## src/rtl/prio_pkg.sv

```systemverilog
// Shared FSM encoding, code constants and helpers for the pending-request
// controller and anything that talks to it.
package prio_pkg;

    localparam int unsigned NUM_REQ = 4;
    localparam int unsigned CODE_W  = 3;
    localparam int unsigned CNT_W   = 8;

    typedef enum logic [1:0] {
        IDLE    = 2'd0,
        OFFER   = 2'd1,
        SERVICE = 2'd2
    } state_t;

    localparam logic [CODE_W-1:0] CODE_NONE = 3'b000;

    // An encoder result names a real request line only in 1..NUM_REQ.
    function automatic logic code_is_valid(input logic [CODE_W-1:0] code);
        return (code != CODE_NONE) && (code <= CODE_W'(NUM_REQ));
    endfunction

    // One-hot pending-bit mask for a request index; zero for anything else.
    function automatic logic [NUM_REQ:1] code_to_mask(input logic [CODE_W-1:0] code);
        logic [NUM_REQ:1] mask;
        mask = '0;
        case (code)
            3'd1:    mask = 4'b0001;
            3'd2:    mask = 4'b0010;
            3'd3:    mask = 4'b0100;
            3'd4:    mask = 4'b1000;
            default: mask = '0;
        endcase
        return mask;
    endfunction

endpackage

```

## src/rtl/prio_req_ctrl.sv

```systemverilog
// Sticky request collector with an offer/accept/service handshake; relies on
// an external priority encoder fed from pend_out and returned on code_in.
module prio_req_ctrl
    import prio_pkg::*;
#(
    parameter int unsigned SVC_CYCLES = 4
) (
    input  logic                 clk,
    input  logic                 reset_n,
    input  logic [NUM_REQ:1]     req_in,
    output logic [NUM_REQ:1]     pend_out,
    input  logic [CODE_W-1:0]    code_in,
    output logic                 grant_valid,
    output logic [CODE_W-1:0]    grant_code,
    input  logic                 grant_ready,
    output logic                 busy,
    output logic                 svc_done
);

    localparam logic [CNT_W-1:0] LAST_CNT = CNT_W'(SVC_CYCLES - 1);

    state_t             state_q;
    state_t             state_d;
    logic [CNT_W-1:0]   cnt_q;
    logic [CNT_W-1:0]   cnt_d;
    logic [CODE_W-1:0]  code_d;
    logic [NUM_REQ:1]   clr_mask;
    logic [NUM_REQ:1]   pend_d;
    logic               valid_d;
    logic               busy_d;
    logic               done_d;

    // Next state, counter, grant code and the registered output values.
    always_comb begin
        state_d  = state_q;
        cnt_d    = cnt_q;
        code_d   = grant_code;
        clr_mask = '0;
        done_d   = 1'b0;

        case (state_q)
            IDLE: begin
                code_d = CODE_NONE;
                if (code_is_valid(code_in)) begin
                    code_d  = code_in;
                    state_d = OFFER;
                end
            end
            OFFER: begin
                if (grant_ready) begin
                    cnt_d   = '0;
                    state_d = SERVICE;
                end
            end
            SERVICE: begin
                if (cnt_q == LAST_CNT) begin
                    clr_mask = code_to_mask(grant_code);
                    done_d   = 1'b1;
                    cnt_d    = '0;
                    code_d   = CODE_NONE;
                    state_d  = IDLE;
                end else begin
                    cnt_d = cnt_q + CNT_W'(1);
                end
            end
            default: begin
                code_d  = CODE_NONE;
                cnt_d   = '0;
                state_d = IDLE;
            end
        endcase

        // A new request on the clearing edge keeps its bit set.
        pend_d  = (pend_out & ~clr_mask) | req_in;
        valid_d = (state_d == OFFER);
        busy_d  = (state_d != IDLE);
    end

    always_ff @(posedge clk or negedge reset_n) begin
        if (!reset_n) begin
            state_q     <= IDLE;
            cnt_q       <= '0;
            pend_out    <= '0;
            grant_code  <= CODE_NONE;
            grant_valid <= 1'b0;
            busy        <= 1'b0;
            svc_done    <= 1'b0;
        end else begin
            state_q     <= state_d;
            cnt_q       <= cnt_d;
            pend_out    <= pend_d;
            grant_code  <= code_d;
            grant_valid <= valid_d;
            busy        <= busy_d;
            svc_done    <= done_d;
        end
    end

endmodule

```

## config.mk

```make
export PLATFORM = sky130hd
export DESIGN_NAME = prio_req_ctrl
export DESIGN_NICKNAME = d
export VERILOG_FILES = /design/src/rtl/prio_pkg.sv /design/src/rtl/prio_req_ctrl.sv
export SDC_FILE = /design/constraint.sdc
export NUM_CORES = 1
export LEC_CHECK = 0
export CORE_MARGIN = 5
export CORE_UTILIZATION = 35
export DETAILED_ROUTE_END_ITERATION = 6
export PLACE_DENSITY = 0.63
export SLEW_MARGIN = 20
export SYNTH_ARGS = -nofsm -noshare
export SYNTH_HDL_FRONTEND = slang
export SYNTH_SLANG_ARGS = --single-unit
```

## constraint.sdc

```tcl
create_clock -name clk -period 1.6 [get_ports clk]
set_clock_uncertainty 0.15 [all_clocks]
set_input_delay 0.16 -clock clk [delete_from_list [all_inputs] [get_ports clk]]
set_output_delay 0.16 -clock clk [all_outputs]
set_load 0.005 [all_outputs]
```

# Word level (Yosys, flattened, before mapping)
# Index checks and enable logic that the tools add are counted.
# totals
input_bits	10
ff_bits	20
wordCells	45
# classes
bitwise_logic	5
add_sub_neg	1
n_eq_ne	10
mux	15
magnitude_cmp	1
reduce_logical	6
# ops
operator	count
8-bit case mux with 3 select lines	1
8-bit two-way mux	2
4-bit case mux with 4 select lines	1
3-bit case mux with 3 select lines	1
8-bit by 1-bit adder with 8-bit output, second input constant	1
8-bit by 2-bit equality test with 1-bit output, second input constant	1
4-bit two-way mux	2
3-bit by 2-bit equality test with 1-bit output, second input constant	2
2-bit two-way mux	3
3-bit two-way mux	2
2-bit case mux with 3 select lines	1
4-bit bitwise AND	1
2-bit by 1-bit equality test with 1-bit output, second input constant	2
2-bit inequality test, second input constant	2
4-bit inverter	1
4-bit OR	1
2-bit AND reduction	2
3-bit by 1-bit equality test with 1-bit output, second input constant	1
3-bit equality test, second input constant	1
3-bit <= comparator, second input constant	1
3-bit nonzero test	1
2-bit equality test, second input constant	1
2-bit logical NOT	1
1-bit two-way mux	2
other kinds (3)	4

# Longest topological paths before layout
# Gate-level depths: netlist of run 1.
# logic_depth
ltp_word	7
ltp_mapped	6
ltp_nobuf	5

# Least setup slack after synthesis of run 1
# OpenSTA, ideal clock, no wires.
# synth_timing
kind	flip-flop to flip-flop
start	register cnt_q[0]
end	register pend_out[3] in the netlist's numbering
arrival_ns	1.431
setup_ns	0.118
path_buffers	1
path_stages_with_launch	7
required_ns	1.332
slack_ns	-0.100
path_cell_list	dfrtp_1 ha_1 nor4b_2 and4b_1 buf_4 nand4b_1 a21o_1
# synth_via
elab_chain_cells	6
# synth_rtl
element	line_no	text
start: declaration	prio_req_ctrl.sv:24	logic [CNT_W-1:0] cnt_q;
start signal: assignment	prio_req_ctrl.sv:90	cnt_q <= cnt_d;
8-bit by 2-bit equality test with 1-bit output	prio_req_ctrl.sv:56	if (cnt_q == LAST_CNT) begin
4-bit two-way mux	prio_req_ctrl.sv:56	
4-bit two-way mux	prio_req_ctrl.sv:41	case (state_q)
4-bit inverter	prio_req_ctrl.sv:74	pend_d = (pend_out & ~clr_mask) | req_in;
4-bit bitwise AND	prio_req_ctrl.sv:74	
4-bit OR	prio_req_ctrl.sv:74	
via pend_d, one bit	prio_req_ctrl.sv:28	logic [NUM_REQ:1] pend_d;
end signal: assignment	prio_req_ctrl.sv:91	pend_out <= pend_d;
end: declaration	prio_req_ctrl.sv:11	output logic [NUM_REQ:1] pend_out,
# The timed path passes the listed nets, and every way through them passes these cells.
# A chain may end at the register's enable or synchronous reset.

# Worst setup path after layout of run 1
# layout_timing
start	register cnt_q[1]
end	register pend_out[3] in the netlist's numbering
# The elaborated chain is that of the path after synthesis.

==> results of run 1 <==
## registers in the layout (all words and copies together), names as in the netlist
| name | count |
|---|---|
| grant_code | 3 |
| busy | 1 |
| cnt_q | 8 |
| state_q | 2 |
| svc_done | 1 |
| grant_valid | 1 |
| pend_out | 4 |
## report_power, final
group | internal, mW | switching [mW] | leakage (nW) | total [mW]
Clock | 0.0875 | 0.145 | 0.0138 | 0.232
Combinational | 0.414 | 0.306 | 0.291 | 0.720
Sequential | 0.615 | 0.116 | 0.243 | 0.731
## synthesized netlist by cell type (2+ instances only)
cell | instances | area, um2
nand3_1 | 5 | 25.0
xnor2_1 | 3 | 26.3
nor3b_1 | 3 | 22.5
o21ai_0 | 10 | 50.1
nor2_1 | 9 | 33.8
dfrtp_1 | 20 | 500
nand2_1 | 7 | 26.3
a21o_1 | 5 | 37.5
a21oi_1 | 5 | 25.0
ha_1 | 2 | 25.0
nor2b_1 | 3 | 18.8
nor3_1 | 2 | 10.0
nand2b_1 | 2 | 12.5
buf_2 | 2 | 10.0
## layout make-up
cell class	instances	area, um2
clock buffer	3	22.5
fill	227	1170
inverter	1	3.75
multi-input combinational	66	439
sequential	20	504
tap	30	37.5
timing repair buffer	37	325
## through the flow
step / util (%) / setup WS (ns) / hold slack, ns / cells
global placement: 49.7 / -0.0369 / 0.311 / 148
finish: 53.3 / -0.0626 / 0.0435 / 157
floorplan: - / 0.00259 / -0.286 / 90
global route: 53.3 / -0.181 / 0.0524 / 157
CTS: 51.6 / -0.0685 / 0.0415 / 152
detailed placement: 49.7 / -0.0761 / 0.315 / 148
## layer usage
| layer | routed length, um | part of all wire [%] |
|---|---|---|
| met5 | 0 | 0 |
| met4 | 26 | 1.3 |
| met2 | 944 | 46 |
| met3 | 137 | 6.7 |
| met1 | 940 | 46 |
## cells by family (layout without fill, tap and decap cells)
group | Yosys count | after routing | synth area share, %
simple gates | 37 | 37 | 22.1
buf+inv | 4 | 41 | 2.31
flops | 20 | 20 | 54.3
compound gates | 23 | 23 | 14.7
fa+ha+maj | 2 | 2 | 2.71
mux | 1 | 1 | 1.09
xor+xnor | 3 | 3 | 2.85
## worst register-to-register path: cells and delay by family, from the launching register on
family | cells | cell delay (ns)
and+or+nand+nor | 3 | 0.68
DFF | 1 | 0.41
AOI/OAI and AO/OA | 1 | 0.16
adders and majority gates | 1 | 0.15
## worst min path at each step
stage	start	to	slack, ns	cells past startpoint
CTS	reset_n	pend_out[3]	0.04	2
global placement	pend_out[2]	pend_out[2]	0.31	1
finish	reset_n	grant_code[1]	0.04	2
detailed placement	pend_out[2]	pend_out[2]	0.31	1
floorplan	reset_n	busy	-0.29	0
global route	reset_n	pend_out[3]	0.05	2
## timing repair
item	in CTS	in global routing
setup endpoints to repair	9	16
setup buffers	1	5
gates resized for setup	6	2
endpoints found under the hold margin	0	0
pin swaps	7	4
==> out/qor.csv, run 1 <==
stage,metric,value,unit
global_routing,vias in the first global route,745,
status,failing checks,setup timing,
critical_path,CP max FO,5,
global_routing,GRT busiest layer,met2,
place,IO Port Bufs,19,
global_routing,met3 Track Usage GR,2.52,%
clocking,CTS H-tree depth,1,
logic_synthesis,number of warnings issued by yosys,0,
clocking,CTS Buf Count,3,
global_routing,initial antenna violation count,0,
final_layout,most frequent cells in the layout,"clkdlybuf4s50_1 (19), buf_4 (18), dfrtp_1 (17)",
critical_path,"Data arrival, critical path",1.71,ns
clocking,CTS root buf,clkbuf_4,
power_and_ir_drop,PD cells,1260,mW/mm2
critical_path,Startpoint Class,flop,
global_routing,largest net degree at the start of global routing,21,
floorplan,row count,18,
logic_synthesis,Syn Std Cell Area,922,um2
timing,Final TNS setup,-0.110,ns
floorplan,full die area,0.00376,mm2
flow_run,max cap viols,0,
drt,1st-pass router iterations,2,
clocking,clk sink count,20,
critical_path,critical path's largest stage delay,0.41,ns
critical_path,r2r startpoint,cnt_q[1],
critical_path,CP startpoint,cnt_q[1],
timing,Final period util,104,%
drt,vias per inst,4.96,
clocking,clock latency on the worst-skew pair,0.29,ns
global_routing,M1 GR Usage,15.1,%
power_and_ir_drop,static leakage,0.548,nW
final_layout,share of cells above drive strength 1,24.4,%
critical_path,WS Path Type,reg2reg,
floorplan,I/O Pins,20,
timing,Max Fclk,601,MHz
timing,max_slew headroom,74.3,%
clocking,CTS tree,done,
drt,WL/cell,13.1,um
floorplan,floorplan core area,0.00250,mm2
drt,Via Count,778,
timing,Tmin final,1.66,ns
floorplan,Die X,61.3,um
drt,DRT Wirelength,2050,um
timing,final-report setup violation count,4,
final_layout,"commonest non-fill, non-tap cell in the layout",clkdlybuf4s50_1,
place,"Cell Area, Placed",0.00124,mm2
logic_synthesis,syn_area_per_cell,10.2,um2
place,dpl hpwl,1510,um
logic_synthesis,Synth Flop Type,dfrtp_1,
logic_synthesis,Post-synth EDFFs,0,
logic_synthesis,ys async rst share,100,%
critical_path,WP data required,1.64,ns
place,Final Wtd Congestion,0.834,
global_routing,GR met2 Demand/Resource,20.4,%
timing,final hold vios,0,
floorplan,Starting Density,36.9,%
final_layout,Layout area overhead,44.5,%
hold_path,Hold WC Path Type,in2async,
power_and_ir_drop,maximum vdd drop,0.722,mV
timing,Max Slew Vio Count,0,
drt,ANT nets after route,0,
timing,Tightest Pin Transition,0.386,ns
clocking,CTS Hold Bufs,0,
timing,RSZ-0062 raised after global routing,yes,
power_and_ir_drop,power consumption,1.68,mW
final_layout,final net count,141,
global_routing,first-pass GRT wire length,3290,um
critical_path,CP top delay family,simple AND/OR/NAND/NOR gates,
critical_path,cells along the critical path,"ha_4, nor4b_4, and4b_2, nand4b_1, a21o_1",
global_routing,GRT Resource Usage Total,12.0,%
critical_path,worst path bufs/invs,0,
logic_synthesis,Yosys cell types,26,
final_layout,n_diodes,0,
critical_path,critical path depth in cells,5,
logic_synthesis,Synth Register Bits,20,
final_layout,Layout Cell Area excl Fill,0.00133,mm2
drt,Initial DRC Count,11,
global_routing,total grt overflow,0,
critical_path,reg2reg setup slack,-0.06,ns
logic_synthesis,Syn Nets,102,
timing,Final WS setup,-0.0626,ns
logic_synthesis,register area share after synthesis,54.3,%
drt,Post-route DRC,0,
floorplan,Die Span Y,61.3,um
critical_path,worst setup path endpoint,pend_out[3],
critical_path,R2R depth,5,
critical_path,Crit Reg-Reg Endpoint,pend_out[3],
clocking,worst-case clock buffer depth,2,
critical_path,crit path capture type,flop,
critical_path,critical path's slowest cell,dfrtp_1,
status,status,"complete, but fails checks",
logic_synthesis,Synth Instances,90,
clocking,clk slew on worst S/H paths,0.11,ns
(Power assumes the default switching activity.)
==> inputs of run 2 (changes only) <==
- ABC_AREA: not set -> 1
- CORE_UTILIZATION: 35 -> 40
- PLACE_DENSITY: 0.63 -> 0.68
- SLEW_MARGIN: 20 -> not set
==> run 2 against run 1 <==
Effect of this change:
- the run now ends clean
- final cell count increased by 17%
- via count increased by 12%
- total power decreased by 1.4%
- utilization increased by 0.25 points
- sequential power decreased by 4.1%
- critical endpoint is now grant_code[1]
==> out/qor.csv, run 2 <==
stage,metric,value,unit,change
status,status,finished clean,,
flow_run,max cap viols,0,,unchanged
clocking,CTS Hold Bufs,0,,unchanged
critical_path,Startpoint Class,flop,,
drt,DRT Wirelength,1990,um,-2.8%
timing,hold slack,0.0335,ns,-0.00999 ns
floorplan,Die Span Y,61.4,um,about the same
logic_synthesis,number of warnings issued by yosys,0,,unchanged
logic_synthesis,ranking of synthesized cells by area,"dfrtp_1 (47%), nand2_1 (11%), nand3_1 (7.6%)",,
timing,Tmin final,1.52,ns,-0.139 ns
final_layout,share of cells above drive strength 1,16.9,%,-7.5 points
critical_path,CP top delay family,buffers and inverters,,
clocking,CTS H-tree depth,1,,unchanged
floorplan,row count,18,,unchanged
critical_path,r2r startpoint,cnt_q[0],,
final_layout,n_diodes,0,,unchanged
logic_synthesis,Synth Flop Type,dfrtp_1,,
critical_path,cells along the critical path,clkdlybuf4s50_1,,
global_routing,largest net degree at the start of global routing,21,,unchanged
floorplan,I/O Pins,20,,unchanged
logic_synthesis,Syn Nets,140,,+37%
global_routing,initial antenna violation count,0,,unchanged
final_layout,final net count,167,,+18%
drt,Initial DRC Count,16,,+5
clocking,worst-case clock buffer depth,2,,unchanged
clocking,CTS Buf Count,3,,unchanged
final_layout,# fillers,222,,-2.2%
drt,WL/cell,10.8,um,-17%
power_and_ir_drop,static leakage,0.673,nW,+23%
critical_path,Crit Reg-Reg Endpoint,pend_out[3],,
timing,max_slew headroom,77.9,%,+3.6 points
global_routing,GRT Resource Usage Total,12.6,%,+0.60 points
timing,Tightest Pin Transition,0.331,ns,-0.0548 ns
logic_synthesis,register area share after synthesis,47.4,%,-6.9 points
critical_path,WP data required,1.29,ns,-0.35 ns
global_routing,vias in the first global route,875,,+17%
logic_synthesis,post-synth top area share,47.4,%,-6.9 points
logic_synthesis,"top cells by count, synth","nand2_1 (31), dfrtp_1 (20), inv_1 (17)",,
critical_path,R2R depth,6,,+1
logic_synthesis,Yosys cell types,21,,-19%
critical_path,"Data arrival, critical path",1.21,ns,-0.50 ns
clocking,CTS root buf,clkbuf_4,,
timing,Final period util,95.2,%,-8.7 points
timing,Final TNS setup,0,ns,+0.110 ns
power_and_ir_drop,power consumption,1.66,mW,-1.4%
timing,final hold vios,0,,unchanged
drt,Via Count,870,,+12%
floorplan,full die area,0.00377,mm2,+0.16%
drt,1st-pass router iterations,4,,+2
floorplan,Die X,61.4,um,about the same
final_layout,Largest Register,cnt_q,,
final_layout,Multi-input gate area,458,um2,+4.3%
critical_path,reg2reg setup slack,0.15,ns,+0.21 ns
hold_path,Hold WC Path Type,in2async,,
logic_synthesis,"count leader, synth",nand2_1,,
final_layout,"commonest non-fill, non-tap cell in the layout",nand2_1,,
logic_synthesis,Synth Instances,128,,+42%
place,IO Port Bufs,19,,unchanged
final_layout,register area,500,um2,-0.74%
logic_synthesis,ys async rst share,100,%,unchanged
place,dpl hpwl,1550,um,+2.5%
critical_path,CP max FO,2,,-3
place,Final Wtd Congestion,0.726,,-13%
timing,RSZ-0062 raised after global routing,no,,
critical_path,WS Path Type,reg2out,,
global_routing,total grt overflow,0,,unchanged
floorplan,floorplan core area,0.00250,mm2,unchanged
logic_synthesis,Synth Register Bits,20,,unchanged
power_and_ir_drop,maximum vdd drop,0.861,mV,+19%
clocking,clock latency on the worst-skew pair,0.30,ns,about the same
power_and_ir_drop,PD cells,1240,mW/mm2,-1.9%
floorplan,Starting Density,42.2,%,+5.4 points
final_layout,Regs by FF count,"cnt_q x8, pend_out x4, grant_code x3",,
final_layout,max reg flops,8,,unchanged
clocking,clk sink count,20,,unchanged
logic_synthesis,Post-synth EDFFs,0,,unchanged
drt,vias per inst,4.73,,-4.6%
clocking,CTS tree,done,,
final_layout,utilization after layout,53.6,%,+0.25 points
clocking,clk slew on worst S/H paths,0.12,ns,about the same
timing,final-report setup violation count,0,,-4
global_routing,first-pass GRT wire length,3550,um,+8.0%
critical_path,critical path's largest stage delay,0.52,ns,+0.11 ns
logic_synthesis,syn_area_per_cell,8.25,um2,-19%
critical_path,critical path's slowest cell,clkdlybuf4s50_1,,
drt,Post-route DRC,0,,unchanged
logic_synthesis,cell taking the most area after synthesis,dfrtp_1,,
timing,Max Fclk,657,MHz,+9.2%
critical_path,worst path bufs/invs,1,,+1
critical_path,crit path capture type,output pin,,
drt,ANT nets after route,0,,unchanged
final_layout,Layout area overhead,26.8,%,
final_layout,most frequent cells in the layout,"nand2_1 (31), dfrtp_1 (20), clkdlybuf4s50_1 (19)",,
logic_synthesis,Syn Std Cell Area,0.00106,mm2,+15%
timing,Max Slew Vio Count,0,,unchanged
-- run 2: changes by cell type after synthesis, moves of 3 or more --
cell     previous run  this run
nand3_1             5        16
nor2_4              0         3
nand2_1             7        31
a21oi_1             5         0
nand2_4             0         3
o21ai_0            10         7
xnor2_1             3         0
a21o_1              5         0
inv_1               1        17
nor2b_1             3         0
inv_2               0         6
-- run 2: cell type report --
cell class / instances / area share (%)
timing repair buffer: 23 / 16.4
tap: 30 / 2.80
sequential: 20 / 37.4
multi-input combinational: 84 / 34.2
clock buffer: 4 / 2.71
inverter: 23 / 6.45
-- run 2: worst max path at each step --
stage / start / end / slack, ns / cells past startpoint
floorplan: cnt_q[0] / grant_code[2] / 0.28 / 8
global placement: code_in[0] / grant_valid / 0.12 / 6
detailed placement: code_in[0] / state_q[0] / 0.07 / 6
CTS: grant_code[0] / grant_code[0] / 0.01 / 1
global route: grant_code[1] / grant_code[1] / 0.02 / 1
finish: grant_code[1] / grant_code[1] / 0.08 / 1
-- run 2: logic make-up (layout without fill, tap and decap cells) --
| group | after synthesis | in the layout | synth area share, % |
|---|---|---|---|
| adders and majority gates | 2 | 2 | 2.37 |
| xor gates and xnor gates | 2 | 2 | 1.66 |
| buffers and inverters | 24 | 50 | 9.24 |
| and+or+nand+nor | 69 | 69 | 32.7 |
| DFF | 20 | 20 | 47.4 |
| AOI/OAI and AO/OA | 11 | 11 | 6.63 |
-- run 2: report_power, final --
| part | total (mW) | switching (mW) | internal, mW |
|---|---|---|---|
| logic | 0.659 | 0.365 | 0.294 |
| clock network | 0.299 | 0.161 | 0.139 |
| registers | 0.701 | 0.0870 | 0.614 |
| total | 1.66 | 0.613 | 1.05 |
-- run 2: timing repair --
action	CTS	global route
endpoints found under the setup margin	2	1
setup buffers	2	1
resized for setup	0	0
-- run 2: metal layers --
metal | GRT usage [%] | wire length (um)
met1 | 16.9 | 970
met2 | 20.2 | 924
met3 | 2.73 | 87
met4 | 4.55 | 10
met5 | 0 | 0
-- run 2: through the flow --
step | instance area [um2] | instances | setup WS (ns)
floorplan | 1060 | 128 | 0.279
global placement | 1280 | 177 | 0.115
detailed placement | 1280 | 177 | 0.0705
CTS | 1330 | 183 | 0.0101
global route | 1340 | 184 | 0.0202
finish | 1340 | 184 | 0.0768
